`src/rtl/input_cond_pkg.sv`:
```
// Shared types and constants for the board input conditioner.
package input_cond_pkg;

    typedef enum logic [1:0] {
        StFill,
        StPrime,
        StRun
    } startup_state_e;

    localparam logic KEY_IDLE = 1'b1;
    localparam logic SW_IDLE  = 1'b0;

    function automatic int unsigned cnt_width(input int unsigned cycles);
        return $clog2(cycles + 1);
    endfunction

endpackage

```
`src/rtl/debounce_channel.sv`:
```
// One synchronised, debounced input channel with registered rise/fall strobes.
module debounce_channel
    import input_cond_pkg::*;
#(
    parameter int unsigned DEBOUNCE_CYCLES = 500000,
    parameter logic        RESET_LEVEL     = 1'b0
) (
    input  logic i_clk,
    input  logic i_rst_n,
    input  logic i_raw,
    input  logic i_prime,
    input  logic i_run,
    output logic o_level,
    output logic o_rise,
    output logic o_fall
);

    localparam int unsigned CW = cnt_width(DEBOUNCE_CYCLES);
    localparam logic [CW-1:0] CntLast = CW'(DEBOUNCE_CYCLES - 1);
    localparam logic [CW-1:0] CntOne  = CW'(1);

    logic          r_sync1;
    logic          r_sync2;
    logic          r_stable;
    logic [CW-1:0] r_cnt;
    logic          r_rise;
    logic          r_fall;

    logic          w_stable_next;
    logic [CW-1:0] w_cnt_next;
    logic          w_rise_next;
    logic          w_fall_next;

    always_comb begin
        w_stable_next = r_stable;
        w_cnt_next    = r_cnt;
        w_rise_next   = 1'b0;
        w_fall_next   = 1'b0;
        if (i_prime) begin
            // Adopt whatever level is present at power-on without a strobe.
            w_stable_next = r_sync2;
            w_cnt_next    = '0;
        end else if (i_run) begin
            if (r_sync2 == r_stable) begin
                w_cnt_next = '0;
            end else if (r_cnt == CntLast) begin
                w_stable_next = r_sync2;
                w_cnt_next    = '0;
                w_rise_next   = r_sync2;
                w_fall_next   = ~r_sync2;
            end else begin
                w_cnt_next = r_cnt + CntOne;
            end
        end
    end

    always_ff @(posedge i_clk or negedge i_rst_n) begin
        if (!i_rst_n) begin
            r_sync1  <= RESET_LEVEL;
            r_sync2  <= RESET_LEVEL;
            r_stable <= RESET_LEVEL;
            r_cnt    <= '0;
            r_rise   <= 1'b0;
            r_fall   <= 1'b0;
        end else begin
            r_sync1  <= i_raw;
            r_sync2  <= r_sync1;
            r_stable <= w_stable_next;
            r_cnt    <= w_cnt_next;
            r_rise   <= w_rise_next;
            r_fall   <= w_fall_next;
        end
    end

    assign o_level = r_stable;
    assign o_rise  = r_rise;
    assign o_fall  = r_fall;

endmodule

```
`src/rtl/input_conditioner.sv`:
```
// Debounces DE2-115 KEY/SW inputs behind a FILL/PRIME/RUN startup sequence.
module input_conditioner
    import input_cond_pkg::*;
#(
    parameter int unsigned N_KEYS          = 4,
    parameter int unsigned N_SW            = 18,
    parameter int unsigned DEBOUNCE_CYCLES = 500000
) (
    input  logic              clk_in_clk,
    input  logic              reset_in_reset_n,
    input  logic [N_KEYS-1:0] key_raw_n,
    input  logic [N_SW-1:0]   sw_raw,
    output logic [N_KEYS-1:0] key_n_out,
    output logic [N_SW-1:0]   sw_out,
    output logic [N_KEYS-1:0] key_press,
    output logic [N_KEYS-1:0] key_release,
    output logic [N_SW-1:0]   sw_change,
    output logic              ready
);

    startup_state_e r_state;
    startup_state_e w_state_next;
    logic           r_fill;
    logic           w_fill_next;
    logic           w_prime;
    logic           w_run;

    logic [N_SW-1:0] w_sw_rise;
    logic [N_SW-1:0] w_sw_fall;

    always_comb begin
        w_state_next = r_state;
        w_fill_next  = r_fill;
        unique case (r_state)
            StFill: begin
                // Two edges let both synchroniser stages capture the raw level.
                w_fill_next = 1'b1;
                if (r_fill) begin
                    w_state_next = StPrime;
                end
            end
            StPrime: w_state_next = StRun;
            StRun:   w_state_next = StRun;
            default: w_state_next = StFill;
        endcase
    end

    always_ff @(posedge clk_in_clk or negedge reset_in_reset_n) begin
        if (!reset_in_reset_n) begin
            r_state <= StFill;
            r_fill  <= 1'b0;
        end else begin
            r_state <= w_state_next;
            r_fill  <= w_fill_next;
        end
    end

    assign w_prime = (r_state == StPrime);
    assign w_run   = (r_state == StRun);
    assign ready   = w_run;

    for (genvar gi = 0; gi < N_KEYS; gi++) begin : g_key
        debounce_channel #(
            .DEBOUNCE_CYCLES(DEBOUNCE_CYCLES),
            .RESET_LEVEL    (KEY_IDLE)
        ) u_chan (
            .i_clk  (clk_in_clk),
            .i_rst_n(reset_in_reset_n),
            .i_raw  (key_raw_n[gi]),
            .i_prime(w_prime),
            .i_run  (w_run),
            .o_level(key_n_out[gi]),
            .o_rise (key_release[gi]),
            .o_fall (key_press[gi])
        );
    end

    for (genvar gi = 0; gi < N_SW; gi++) begin : g_sw
        debounce_channel #(
            .DEBOUNCE_CYCLES(DEBOUNCE_CYCLES),
            .RESET_LEVEL    (SW_IDLE)
        ) u_chan (
            .i_clk  (clk_in_clk),
            .i_rst_n(reset_in_reset_n),
            .i_raw  (sw_raw[gi]),
            .i_prime(w_prime),
            .i_run  (w_run),
            .o_level(sw_out[gi]),
            .o_rise (w_sw_rise[gi]),
            .o_fall (w_sw_fall[gi])
        );
    end

    assign sw_change = w_sw_rise | w_sw_fall;

endmodule
```
`config.mk`:
```
export PLATFORM = sky130hd
export DESIGN_NAME = input_conditioner
export DESIGN_NICKNAME = d
export VERILOG_FILES = /design/src/rtl/input_cond_pkg.sv /design/src/rtl/debounce_channel.sv /design/src/rtl/input_conditioner.sv
export SDC_FILE = /design/constraint.sdc
export NUM_CORES = 1
export LEC_CHECK = 0
export BUFFER_PORTS_ARGS = -buffer_cell sky130_fd_sc_hd__buf_2
export CORE_ASPECT_RATIO = 0.75
export CORE_MARGIN = 4
export CORE_UTILIZATION = 60
export DETAILED_ROUTE_END_ITERATION = 10
export PLACE_DENSITY = 0.88
export SYNTH_ARGS = -nofsm -noshare
export SYNTH_HDL_FRONTEND = slang
export SYNTH_HIERARCHICAL = 1
export SYNTH_SLANG_ARGS = --single-unit
```
`constraint.sdc`:
```
create_clock -name clk_in_clk -period 5.87 [get_ports clk_in_clk]
set_input_delay 1.174 -clock clk_in_clk [delete_from_list [all_inputs] [get_ports clk_in_clk]]
set_output_delay 1.174 -clock clk_in_clk [all_outputs]
set_load 0.03 [all_outputs]
```
==> metrics.cfg <==
[status]
status = complete, no violations

[worst_setup_path]
cp_max_fo = 62
reg2reg_slack_ns = 2.37
critical_path_required_ns = 4.70
worstReg2RegStart = r_state[1]
cp-end-kind = primary output
cp_data_arrival_time_ns = 2.66
cp-start-kind = flip-flop
r2r_cells = 8
r2r_end = g_sw[13].u_chan/r_cnt[13]
critical_path_class = reg2out

[power]
p_sw_frac = 0.239
pwr-share-seq = 0.494
leakagePower_nw = 12.8
p_int_mw = 5.99
vdd_drop_max_mv = 0.223
powerDensity_nw_per_um2 = 251
p_sw_mw = 1.88
clockPowerShare = 0.448
p_comb_frac = 0.058

[finish]
seqCellArea_um2 = 13300
fillers = 3598
antenna_cells = 0
fin_nets = 3096
syn2layout_area_growth_pct = 9.17
multiInputGateArea_um2 = 14900
drive_gt1_frac = 0.132
stdcell_count = 3727

[yosys]
yosys-top-cells-count = 519 x dfrtp_1, 384 x nand2_1, 293 x nand3_1
syn-instance-count = 3015
syn_area_um2 = 28800
synth_top_flop_cell = dfrtp_1
synth_edf_count = 0
yosysTopAreaCellShare = 0.452
ys_types = 72
synthTopCellsByArea = dfrtp_1 45%, nand3_1 5.1%, nand2_1 5.0%
yosys.area_share.simple = 0.313
synth_fa_ha_area_frac = 0.0113
async_flop_share = 1.00
synth.most_common_cell = dfrtp_1
synth_compound_area_frac = 0.130
synth_area_leader_cell = dfrtp_1
seq_area_frac_synth = 0.463
ys_seq_elements = 531
synth_top_family_by_area = simple AND/OR/NAND/NOR gates
synth_xor_area_frac = 0.0515
syn_avg_cell_area_um2 = 9.54
syn_nets = 3065
synth_warnings = 6
synth_mux_area_frac = 0.0104

[worst_hold_path]
min_path_cells = 0
min_path_type = reg2reg
holdCritStartpoint = g_sw[3].u_chan/r_sync1
worstHoldEndpoint = g_sw[3].u_chan/r_sync2

[flow_run]
drv_cap = 0

[cts]
clock-sinks = 531
cts.clk_slew.worst_paths_ns = 0.06
cts-buffers-inserted = 52
post-cts-setup-buffer-count = 0
clkLatencyLatePin_ns = 0.58
cts_resized = 0
clockRootBuffer = clkbuf_16
htreeDepth = 2
cts_tree = yes
cts_buffer_depth = 3
hold_buffers = 0

[global_routing]
track_usage = 0.251
grt_max_degree = 130
grt_pass1_wl_um = 112000
antenna_found_initial = 0
grt_pass1_vias = 23484
overflow = 0

[routing]
vias = 24073
drt_first_pass_iters = 6
drc_errors = 0
drtAntennaViolNets = 0
drt_wl_total_um = 65200
wl_per_cell_um = 17.5
routed_via_density = 6.46
drt_iter0_drc = 2339

[sta]
final-setup-viol-count = 0
slew_viol_final = 0
final-hold-violation-count = 0
fin_crit_ns = 3.83
max_slew.worst_pin.slew_ns = 1.14
setup_tns_ns = 0
fin_crit_sh = 0.653
relSlewSlack = 0.240
finClkSkew_ns = 0.0246
fmax_mhz = 261
rsz0062_at_grt = no

[floorplan]
die_area_um2 = 51500
core_um2 = 47400
initial_core_util = 0.607
die_width_um = 261
ios = 73
die_h_um = 198
rows = 69

[placement]
placed_cells = 3631
hpwl_um = 42600
gp_congestion = 0.907
portBuffers = 72

-- layout by cell type (no fill, tap or decap), types with 21 or more instances in the layout --
cell type and instances:
xnor2_1 128, a21o_1 23, nand3b_1 58, nand3_1 293, nand2_1 384, o211ai_1 59, or4_1 39, or3_1 82
buf_2 71, a21oi_1 121, nor4b_1 39, a22oi_1 57, ha_1 24, dfrtp_1 519, nor2_1 167, and3_1 66
or2_2 58, xor2_1 41, nor3_1 91, mux2_2 21, nor4_1 103, o31ai_1 41, o21ai_0 123, clkbuf_16 54
nand2b_1 25, inv_1 30, nand4_1 33
-- how the worst max path moves through the flow --
| stage | from | slack [ns] | cells past startpoint | to |
|---|---|---|---|---|
| after global routing | r_state[0] | 1.93 | 4 | ready |
| final | r_state[0] | 2.04 | 4 | ready |
| after detailed placement | r_state[1] | 2.42 | 8 | g_sw[13].u_chan/r_cnt[13] |
| after global placement | r_state[1] | 2.58 | 8 | g_sw[13].u_chan/r_cnt[13] |
| after CTS | r_state[0] | 2.04 | 4 | ready |
| after floorplan | r_state[1] | 0.98 | 8 | g_sw[9].u_chan/r_cnt[10] |
-- sequential cells by signal, summed over array words and instances, names as in the netlist --
| register | flops |
|---|---|
| g_key.u_chan/r_sync1 | 4 |
| g_sw.u_chan/r_sync1 | 18 |
| r_fill | 1 |
| g_key.u_chan/o_level | 4 |
| g_sw.u_chan/r_cnt | 342 |
| r_state | 2 |
| g_sw.u_chan/o_fall | 18 |
| g_sw.u_chan/o_rise | 18 |
| g_key.u_chan/r_sync2 | 4 |
| g_sw.u_chan/o_level | 18 |
| g_key.u_chan/r_cnt | 76 |
| g_key.u_chan/o_rise | 4 |
| g_key.u_chan/o_fall | 4 |
| g_sw.u_chan/r_sync2 | 18 |
-- power by group through the flow --
stage,logic [mW],registers [mW],clock network (mW)
2_1_floorplan,0.332,3.91,0
3_3_place_gp,0.431,3.94,0
3_5_place_dp,0.459,3.95,0
4_1_cts,0.464,3.89,3.61
5_1_grt,0.522,3.90,3.76
6_report,0.459,3.89,3.53
-- routing by layer --
layer	vias up	GRT usage	routed length [µm]
met5	-	0	0
met4	0	0.0618	1280
met3	130	0.0361	3860
met2	832	0.420	31700
met1	11872	0.348	28400
li1	11239	-	-
-- metrics by stage --
stage | hold slack [ns] | area [µm²] | worst slack (ns) | total power, mW | utilization
global route | 0.355 | 31400 | 1.93 | 8.19 | 0.662
detailed placement | 0.336 | 29600 | 2.42 | 4.41 | 0.624
global placement | 0.335 | 29600 | 2.58 | 4.37 | 0.624
CTS | 0.349 | 31400 | 2.04 | 7.96 | 0.662
finish | 0.346 | 31400 | 2.04 | 7.88 | 0.662
floorplan | 0.331 | 28800 | 0.985 | 4.24 | -
-- cell families (layout without fill, tap and decap cells) --
kind of cell | after synthesis | after routing
adder cells (fa/ha/maj) | 26 | 26
AO/OA/AOI/OAI | 537 | 537
AND/OR/NAND/NOR | 1592 | 1592
flip-flops | 531 | 531
XOR/XNOR | 169 | 169
buffers and inverters | 134 | 207
multiplexers | 26 | 26
-- layout make-up --
type	instances	area share
clock inverters	19	0.00809
repair buffers	81	0.0155
clock buffers	77	0.0503
inverters	30	0.00359
flip-flops and latches	531	0.424
well taps	639	0.0255
multi-input cells	2350	0.473
-- critical path, cell delays in order, from the launching register on --
cell	delay, ns
dfrtp_1	0.42
inv_1	0.17
ha_4	0.74
buf_4	0.46
buf_2	0.27
No activity file was read; power rests on OpenSTA's default activity.
